==> src/rtl/prio_enc_arb_pkg.sv <==
// Shared constants and types for the registered priority encoder / arbiter.
package prio_pkg;

  localparam int MODE_FIXED = 0;
  localparam int MODE_RR    = 1;

  typedef enum logic {
    EMPTY = 1'b0,
    FULL  = 1'b1
  } state_e;

endpackage

==> src/rtl/prio_enc_arb_scan.sv <==
// Combinational downward search of a request vector, starting at base_i and
// wrapping from 0 to N-1. Reports the first set index encountered.
module prio_scan import prio_pkg::*; #(
  parameter int N = 8
) (
  input  logic [N-1:0]         req_i,
  input  logic [$clog2(N)-1:0] base_i,
  output logic                 found_o,
  output logic [$clog2(N)-1:0] idx_o
);

  localparam int W = $clog2(N);

  logic [W-1:0] pos;

  always_comb begin
    found_o = 1'b0;
    idx_o   = '0;
    pos     = base_i;
    for (int i = 0; i < N; i++) begin
      if (!found_o && req_i[pos]) begin
        found_o = 1'b1;
        idx_o   = pos;
      end
      pos = (pos == '0) ? W'(N - 1) : pos - W'(1);
    end
  end

endmodule

==> src/rtl/prio_enc_arb.sv <==
// Registered N-way priority encoder with fixed or round-robin arbitration and
// a single-entry valid/ready output stage.
//
//   state | meaning
//   EMPTY | no entry held; capture when en && |req
//   FULL  | entry on outputs; refill on handshake, hold while stalled
module prio_enc_arb import prio_pkg::*; #(
  parameter int N    = 8,
  parameter int MODE = MODE_FIXED
) (
  input  logic                 clk,
  input  logic                 rst_n,
  input  logic                 en,
  input  logic [N-1:0]         req,
  input  logic                 out_ready,
  output logic                 out_valid,
  output logic [$clog2(N)-1:0] out_idx,
  output logic [N-1:0]         out_onehot,
  output logic                 busy
);

  localparam int           W   = $clog2(N);
  localparam logic [N-1:0] ONE = N'(1);

  state_e       state_q, state_d;
  logic [W-1:0] idx_q;
  logic [N-1:0] onehot_q;
  logic [W-1:0] rr_ptr_q, rr_ptr_d;

  logic [W-1:0] base;
  logic         scan_found;
  logic [W-1:0] scan_idx;
  logic         capture;

  // Fixed priority is a round-robin search that always starts at the top.
  assign base = (MODE == MODE_RR) ? rr_ptr_q : W'(N - 1);

  prio_scan #(.N(N)) u_scan (
    .req_i   (req),
    .base_i  (base),
    .found_o (scan_found),
    .idx_o   (scan_idx)
  );

  assign capture  = en && scan_found && ((state_q == EMPTY) || out_ready);
  assign state_d  = capture ? FULL : (out_ready ? EMPTY : state_q);
  assign rr_ptr_d = (scan_idx == '0) ? W'(N - 1) : scan_idx - W'(1);

  always_ff @(posedge clk or negedge rst_n) begin
    if (!rst_n) begin
      state_q  <= EMPTY;
      idx_q    <= '0;
      onehot_q <= '0;
      rr_ptr_q <= W'(N - 1);
    end else begin
      state_q <= state_d;
      if (capture) begin
        idx_q    <= scan_idx;
        onehot_q <= ONE << scan_idx;
        if (MODE == MODE_RR) rr_ptr_q <= rr_ptr_d;
      end
    end
  end

  assign out_valid  = (state_q == FULL);
  assign out_idx    = idx_q;
  assign out_onehot = onehot_q;
  assign busy       = out_valid && !out_ready;

endmodule

==> config.mk <==
export PLATFORM = sky130hd
export DESIGN_NAME = prio_enc_arb
export DESIGN_NICKNAME = d
export VERILOG_FILES = /design/src/rtl/prio_enc_arb_pkg.sv /design/src/rtl/prio_enc_arb_scan.sv /design/src/rtl/prio_enc_arb.sv
export SDC_FILE = /design/constraint.sdc
export NUM_CORES = 1
export LEC_CHECK = 0
export CAP_MARGIN = 10
export CELL_PAD_IN_SITES_DETAIL_PLACEMENT = 1
export CELL_PAD_IN_SITES_GLOBAL_PLACEMENT = 1
export CORE_ASPECT_RATIO = 0.75
export CORE_MARGIN = 1
export CORE_UTILIZATION = 29
export DETAILED_ROUTE_END_ITERATION = 7
export GPL_ROUTABILITY_DRIVEN = 0
export GPL_TIMING_DRIVEN = 0
export PLACE_DENSITY = 0.79
export RECOVER_POWER = 100
export SYNTH_ARGS = -nofsm -noshare
export SYNTH_HDL_FRONTEND = slang
export SYNTH_SLANG_ARGS = --single-unit
==> constraint.sdc <==
create_clock -name clk -period 1.3 [get_ports clk]
set_input_delay 0.13 -clock clk [delete_from_list [all_inputs] [get_ports clk]]
set_output_delay 0.13 -clock clk [all_outputs]
set_load 0.02 [all_outputs]
==> results.cfg, run 1 <==
[floorplan]
die_x_um = 53.7
core_um2 = 1810
dieArea_um2 = 2190
die_h_um = 40.8
start_util = 0.322
fp-row-count = 13
io_pins = 25

[cts]
clk_pin_slew_ps = 70
h-tree-depth = 1
cts_made_buffers = 3
cts_sinks = 12
root_buffer = clkbuf_4
cts_buffer_depth = 2
cts_tree = yes
clk_latency_ps = 270

[final_layout]
antenna_cells = 0
drive_gt1_frac = 0.264
fillers = 218
synthToLayoutAreaGrowth_pct = 50.1
nets = 104

[yosys]
synth_warnings = 0
synth_fp_nets = 72
netlist_area_um2 = 582
netlist_instances = 60
ys_types = 23
synth.yosys.seq_area_share = 0.516
postSynthAreaPerCell_um2 = 9.70
synth_seq_cells = 12

[grt]
grt_pass1_wl_mm = 2.59
antenna_found_initial = 0
grt-ovfl-total = 0
grt_max_degree = 13
track_usage = 0.182
grt_pass1_vias = 571

[timing]
finalHoldViolCount = 0
fmax_mhz = 802
finClkSkew_ps = 1.60
tightestPinTransition_ps = 545
fin_crit_sh = 0.959
slew_headroom = 0.635
drv_slew = 0
tns_ps = 0
hold-worst-slack_ps = 122
layout_min_cycle_time_ps = 1250
rsz0062_at_grt = false
setup_viol = 0

[run_status]
status = finished clean

[worst_setup_path]
max_stage_delay_ps = 540
crit_type = in -> reg
path_buf_inv = 1
cp.required_ps = 1460
worst_setup_path_end_kind = flip-flop
critPathMaxFanout = 7
cp-start-kind = input port
path_cells = buf_2 -> or4_4 -> o211ai_4 -> mux2_4
arrival_ps = 1410
path_delay_family = simple AND/OR/NAND/NOR gates
startpoint = req[3]
worstReg2RegStart = out_valid$_DFFE_PN0P_
crit_slowest_cell = or4_4

[detailed_routing]
routed_wl_mm = 1.70
antenna_left = 0
vias = 571
drtIter0Drc = 3
viasPerCell = 5.05
drcViolationCount = 0
drt-pass1-iter-count = 4
avgRoutedWirePerCell_um = 15.0

[worst_hold_path]
worstHoldPathType = in -> reg
min_from = req[7]

[power]
power_density_nw_per_um2 = 1090
p_total_mw = 0.949
p_leak_nw = 0.440
vdd.ir_drop.worst_mv = 0.516

[flow_run]
max_cap_viol_count = 0

[placement]
io_buffers = 24
hpwl_mm = 1.24
final timing paths:
kind | cells after the start | endpoint | slack [ps]
max reg2reg | 4 | out_onehot[3]$_DFFE_PN0P_ | 110
max | 4 | out_onehot[7]$_DFFE_PN0P_ | 50
min | 2 | out_onehot[6]$_DFFE_PN0P_ | 120
min reg2reg | 2 | out_onehot[5]$_DFFE_PN0P_ | 480
min in group asynchronous | 1 | out_onehot[4]$_DFFE_PN0P_ | 270
max in group asynchronous | 1 | out_onehot[0]$_DFFE_PN0P_ | 670
metrics by stage:
step | utilization | setup slack, ps | cells | area (um^2)
2_1_floorplan | - | -29.0 | 60 | 598
3_3_place_gp | 0.480 | -597 | 106 | 866
3_5_place_dp | 0.480 | -622 | 106 | 866
4_1_cts | 0.495 | -3.40 | 113 | 895
5_1_grt | 0.484 | 43.5 | 113 | 873
6_report | 0.484 | 53.0 | 113 | 873
per-layer routing:
metal  routed length [um]  vias up  GRT usage
met1                  776      270      0.214
met5                    0        -          0
met2                  812       16      0.312
li1                     -      281          -
met4                   23        0     0.0789
met3                   87        4     0.0556
synth_stat cells:
library cell | count | area (um^2)
a21oi_1 | 4 | 20.0
a22oi_1 | 1 | 7.51
a31o_2 | 1 | 8.76
a32o_1 | 1 | 10.0
and2_1 | 1 | 6.26
buf_6 | 1 | 11.3
dfrtp_1 | 12 | 300
inv_1 | 3 | 11.3
mux2_2 | 1 | 11.3
nand2_1 | 11 | 41.3
nand2b_1 | 2 | 12.5
nand3_1 | 1 | 5.00
nand3b_1 | 1 | 7.51
nor2_1 | 3 | 11.3
nor3_1 | 1 | 5.00
nor4_1 | 2 | 12.5
o211ai_2 | 1 | 12.5
o21ai_0 | 7 | 35.0
o31a_1 | 1 | 8.76
o31a_2 | 1 | 10.0
o31ai_1 | 2 | 15.0
or4_1 | 1 | 7.51
or4_4 | 1 | 11.3
power by group:
group | internal, mW | total (mW) | switching (mW) | leakage [nW]
Combinational | 0.0970 | 0.230 | 0.133 | 0.267
Clock | 0.170 | 0.297 | 0.127 | 0.0210
Sequential | 0.405 | 0.422 | 0.0173 | 0.152
Total | 0.672 | 0.949 | 0.277 | 0.440
layout by cell type, fill, tap and decap left out:
master and count:
nor3_1 1, nand3b_1 1, clkbuf_8 1, o211ai_4 1, nor2_1 3, o31ai_1 2
dlygate4sd3_1 1, dlygate4sd2_1 12, nand2_1 11, buf_6 2, a32o_1 1, clkbuf_4 3
clkbuf_1 1, nand2b_4 1, a21oi_1 4, clkbuf_2 4, buf_4 1, clkdlybuf4s50_1 2
nand3_1 1, and2_2 1, buf_2 5, a22oi_1 1, nand2b_1 1, o31a_2 1
nor4_1 2, mux2_4 1, o21ai_0 7, inv_1 3, o31a_1 1, a31o_2 1
dfrtp_1 12, or4_4 2
sequential cells by signal, summed over array words and instances (netlist names):
name,count
out_idx,3
out_onehot,8
out_valid,1
cell type report:
class                      instances  area [um^2]  share of cell area
buffer                             1         11.3              0.0129
clock buffer                       4         36.3              0.0415
inverter                           3         11.3              0.0129
multi-input combinational         44          284               0.325
sequential                        12          300               0.344
tap                               22         27.5              0.0315
timing repair buffer              27          203               0.232
repair_timing:
item                                    in CTS  in global routing
gates cloned                                 1                  0
endpoints found under the setup margin      25                  7
hold buffers                                 0                  0
resized for setup                           42                  6
pin swaps                                    3                  1
buffers inserted                             2                  0
cells by family (layout without fill, tap and decap cells):
family	count (synthesis)	count (layout)	share of synthesized area
AND/OR/NAND/NOR	24	24	0.206
AO/OA/AOI/OAI	19	19	0.219
flip-flops	12	12	0.516
buffers and inverters	4	35	0.0387
multiplexers	1	1	0.0194
Power figures use the tool's default switching activity.
==> inputs of run 2 (changes only) <==
CORE_UTILIZATION = 26   (was 29)
PLACE_DENSITY = 0.75   (was 0.79)
clock period = 1.1 ns   (was 1.3 ns; I/O delays follow)
==> results.cfg, run 2 (synthesis results as in run 1) <==
[grt]
grt_pass1_wl_mm = 2.74
grt_pass1_vias = 598
grt-ovfl-total = 0
grt_max_degree = 13
antenna_found_initial = 0
track_usage = 0.152

[worst_setup_path]
crit_type = in -> reg
crit_slowest_cell = or4_4
max_stage_delay_ps = 550
path_cells = buf_8 -> or4_4 -> o211ai_4 -> mux2_4
cp.required_ps = 1270
regToRegEndpoint = out_onehot[7]$_DFFE_PN0P_
worst_setup_path_end_kind = flip-flop
cp-start-kind = input port
critPathMaxFanout = 4
r2r_cells = 4
r2r_slack_ps = -40
arrival_ps = 1340
worstReg2RegStart = out_valid$_DFFE_PN0P_

[worst_hold_path]
min_from = req[7]
holdPathEnd = out_onehot[6]$_DFFE_PN0P_
holdPathStages = 2
worstHoldPathType = in -> reg

[detailed_routing]
drtIter0Drc = 16
avgRoutedWirePerCell_um = 14.6
drt-pass1-iter-count = 3
drcViolationCount = 0
routed_wl_mm = 1.75
viasPerCell = 5.03
antenna_left = 0
vias = 603

[final_layout]
drive_gt1_frac = 0.438
fillers = 246
synthToLayoutAreaGrowth_pct = 72.9
final_common_cell = dfrtp_1
multi_input_area_um2 = 344
antenna_cells = 0
stdcell_count = 120
largest_reg_flops = 8
regArea_um2 = 300
nets = 110
final_cell_mix = dfrtp_1, buf_4, clkdlybuf4s15_1, buf_6, nand2_1

[timing]
finClkSkew_ps = 7.64
fmax_mhz = 852
worst_slack_ps = -74.2
layout_min_cycle_time_ps = 1170
tns_ps = -150
drv_slew = 0
slew_headroom = 0.508
finalHoldViolCount = 0
setup_viol = 6
tightestPinTransition_ps = 732
fin_crit_sh = 1.07
rsz0062_at_grt = true

[floorplan]
fp-row-count = 14
dieArea_um2 = 2430
die_h_um = 43.0
die_x_um = 56.6
start_util = 0.284
io_pins = 25
core_um2 = 2050

[placement]
io_buffers = 24
hpwl_mm = 1.14
dp_cells = 108

[cts]
root_buffer = clkbuf_4
clk_latency_ps = 280
h-tree-depth = 1
clk_pin_slew_ps = 70
cts_sinks = 12
cts_hold_buf = 0
cts_tree = yes
cts_made_buffers = 3
cts_buffer_depth = 2

[power]
p_total_mw = 1.11
power_density_nw_per_um2 = 1100
p_leak_nw = 0.463
vdd.ir_drop.worst_mv = 0.815

[run_status]
status = finished, violations left
violations = negative setup slack

[flow_run]
max_cap_viol_count = 0
run 2: cell types whose count changed in the layout (fill, tap and decap cells not counted), sizes merged:
cell / change
buf: +10
clkbuf: -1
dlygate4sd2: -12
clkdlybuf4s15: +8
run 2: routing by layer:
metal / part of all wire / track usage / routed length [um]
met1: 0.41 / 0.191 / 722
met2: 0.52 / 0.245 / 907
met3: 0.060 / 0.0579 / 104
met4: 0.0063 / 0.0439 / 11
met5: 0 / 0 / 0
run 2: worst max-delay path: cells and delay by family:
family	cells	cell delay (ps)
buffers and inverters	1	100
muxes	1	320
AOI/OAI and AO/OA	1	270
and+or+nand+nor	1	550
run 2: worst max path at each step:
stage	start	to	slack (ps)	depth (start not counted)
3_5_place_dp	req[2]	out_onehot[7]$_DFFE_PN0P_	-790	4
3_3_place_gp	req[3]	out_onehot[7]$_DFFE_PN0P_	-780	4
2_1_floorplan	req[6]	out_onehot[7]$_DFFE_PN0P_	-210	3
6_report	req[1]	out_onehot[7]$_DFFE_PN0P_	-70	4
4_1_cts	req[5]	out_onehot[7]$_DFFE_PN0P_	-90	4
5_1_grt	req[1]	out_onehot[7]$_DFFE_PN0P_	-90	4
run 2: final cells by class:
type,instances,share of cell area
Inverter,3,0.0112
Buffer,1,0.0112
Clock buffer,3,0.0224
Multi-Input combinational cell,44,0.342
Sequential cell,12,0.299
Timing Repair Buffer,33,0.285
Tap cell,24,0.0299
run 2: timing repair:
item | 4_1_cts | 5_1_grt
cloned | 1 | 0
endpoints found under the setup margin | 25 | 21
buffers inserted | 6 | 2
gates resized for setup | 62 | 35
pin swaps | 4 | 5
run 2: power breakdown:
group	internal [mW]	switching (mW)	total [mW]	leakage, nW
registers	0.479	0.0253	0.505	0.152
clock network	0.127	0.137	0.264	0.0138
logic	0.164	0.179	0.342	0.297
run 2: through the flow:
| stage | area [um^2] | hold WS, ps | setup WS, ps | utilization |
|---|---|---|---|---|
| 2_1_floorplan | 598 | -186 | -209 | - |
| 3_3_place_gp | 868 | 465 | -780 | 0.424 |
| 3_5_place_dp | 868 | 478 | -790 | 0.424 |
| 4_1_cts | 943 | 29.6 | -92.2 | 0.460 |
| 5_1_grt | 1010 | 14.6 | -87.6 | 0.491 |
| 6_report | 1010 | 22.2 | -74.2 | 0.491 |
==> inputs of run 3 (changes only) <==
ABC_AREA = 1   (was not set)
CORE_UTILIZATION = 28   (was 26)
PLACE_DENSITY = 0.77   (was 0.75)
==> results.cfg, run 3 <==
[detailed_routing]
vias = 689
antenna_left = 0
drt-pass1-iter-count = 4
avgRoutedWirePerCell_um = 12.8
viasPerCell = 4.56
routed_wl_mm = 1.93
drcViolationCount = 0
drtIter0Drc = 15

[floorplan]
dieArea_um2 = 2660
die_x_um = 59.2
start_util = 0.298
io_pins = 25
fp-row-count = 15
core_um2 = 2310
die_h_um = 44.9

[yosys]
synth_fp_nets = 93
ys_types = 18
synth_warnings = 0
synth-async-reset-ratio = 1.00
yosysMostFrequentCell = nand2_1
ys.flop_type = dfrtp_1
synth_common_cells = nand2_1, dfrtp_1, inv_1, nand4_1
netlist_instances = 81
synth_edf_count = 0
netlist_area_um2 = 688
synth_seq_cells = 12
postSynthAreaPerCell_um2 = 8.50
synthTopCellsByArea = dfrtp_1, nand2_1, nand4_1
synth_area_leader_cell = dfrtp_1
yosysTopAreaCellShare = 0.436
synth.yosys.seq_area_share = 0.436

[timing]
tns_ps = 0
layout_min_cycle_time_ps = 1080
drv_slew = 0
finalHoldViolCount = 0
worst_slack_ps = 23.9
finClkSkew_ps = 3.38
fin_crit_sh = 0.978
fmax_mhz = 929
rsz0062_at_grt = true
setup_viol = 0
tightestPinTransition_ps = 574
slew_headroom = 0.616

[cts]
clk_pin_slew_ps = 70
root_buffer = clkbuf_4
cts_buffer_depth = 2
h-tree-depth = 1
cts_sinks = 12
cts_tree = yes
cts_made_buffers = 3
clk_latency_ps = 280

[final_layout]
nets = 130
drive_gt1_frac = 0.291
synthToLayoutAreaGrowth_pct = 56.5
final_cell_mix = nand2_1, nand4_1, dfrtp_1, inv_1, clkdlybuf4s15_1
antenna_cells = 0
final_common_cell = nand2_1
largest_reg_flops = 8

[power]
p_total_mw = 1.19
power_density_nw_per_um2 = 1100
vdd.ir_drop.worst_mv = 0.393
p_leak_nw = 0.581

[worst_setup_path]
path_common_cell = nand2_1
crit_type = reg -> reg
max_stage_delay_ps = 410
crit_slowest_cell = dfrtp_2
cp-start-kind = flip-flop
worst_setup_path_end_kind = flip-flop
path_cells = inv_2 -> nor2_4 -> inv_4 -> nand3_4 -> clkbuf_16 -> nand2_1 -> nand2_1
cp.required_ps = 1270
critPathMaxFanout = 5
arrival_ps = 1240

[grt]
grt-ovfl-total = 0
grt_pass1_vias = 619
antenna_found_initial = 0
track_usage = 0.146
grt_max_degree = 13
grt_pass1_wl_mm = 2.77

[flow_run]
max_cap_viol_count = 0

[placement]
io_buffers = 24
dp_slack_ps = -500
hpwl_mm = 1.36

[run_status]
status = finished clean

[worst_hold_path]
worstHoldPathType = in -> reg
-- run 3: cell types whose count changed after synthesis, sizes merged, moves of 3 or more --
cell	before	now
o21ai	7	0
nand2	11	28
inv	3	12
nand4	0	12
nor2	3	6
-- run 3: path summary, 6_finish.rpt --
kind / start / end / slack (ps) / depth (start not counted)
hold reg to reg: out_onehot[7]$_DFFE_PN0P_ / out_onehot[7]$_DFFE_PN0P_ / 470 / 2
setup reg to reg: out_valid$_DFFE_PN0P_ / out_onehot[3]$_DFFE_PN0P_ / 20 / 7
setup / recovery: out_valid$_DFFE_PN0P_ / out_onehot[3]$_DFFE_PN0P_ / 20 / 7
hold / removal: req[7] / out_onehot[7]$_DFFE_PN0P_ / 140 / 3
max in group asynchronous: rst_n / out_valid$_DFFE_PN0P_ / 420 / 1
min in group asynchronous: rst_n / out_onehot[5]$_DFFE_PN0P_ / 260 / 1
-- run 3: cells by family (layout without fill, tap and decap cells) --
logic type / Yosys count / count (layout) / share of synthesized area
AND/OR/NAND/NOR: 51 / 51 / 0.427
flip-flops: 12 / 12 / 0.436
buffers and inverters: 16 / 52 / 0.122
AO/OA/AOI/OAI: 2 / 2 / 0.0145
-- run 3: timing repair --
action | in CTS | in global routing
hold endpoints to repair | 0 | 0
pin swaps | 2 | 6
setup buffers | 2 | 5
setup endpoints to repair | 25 | 25
gates cloned | 0 | 1
hold buffers | 0 | 0
gates resized for setup | 23 | 23
-- run 3: layout make-up --
type | count | area [um^2]
flip-flops and latches | 12 | 302
repair buffers | 32 | 288
fillers | 289 | 1230
inverters | 12 | 47.5
multi-input cells | 53 | 312
plain buffers | 4 | 50.0
well taps | 34 | 42.5
clock buffers | 4 | 36.3
-- run 3: metrics by stage --
| step | hold WS, ps | cell area, um^2 | cells | util |
|---|---|---|---|---|
| detailed placement | 462 | 990 | 139 | 0.429 |
| global route | 166 | 1080 | 151 | 0.467 |
| CTS | 214 | 1020 | 145 | 0.442 |
| global placement | 456 | 990 | 139 | 0.429 |
| finish | 141 | 1080 | 151 | 0.467 |
| floorplan | -186 | 707 | 81 | - |
-- run 3: worst max-delay path, delay by kind of cell, from the launching register on --
kind / cells / cell delay, ps
buffers and inverters: 3 / 320
flip-flops: 1 / 410
AND/OR/NAND/NOR: 4 / 240
-- run 3: layer usage --
| metal | up-vias | part of all wire | GRT usage |
|---|---|---|---|
| li1 | 332 | - | - |
| met1 | 331 | 0.45 | 0.178 |
| met2 | 24 | 0.51 | 0.245 |
| met3 | 2 | 0.042 | 0.0516 |
| met4 | 0 | 0.0021 | 0.0429 |
| met5 | - | 0 | 0 |
-- run 3: power by group --
part	switching (mW)	leakage, nW	internal, mW
Clock	0.152	0.0210	0.201
Combinational	0.184	0.407	0.154
Sequential	0.0194	0.153	0.477
Total	0.355	0.581	0.833
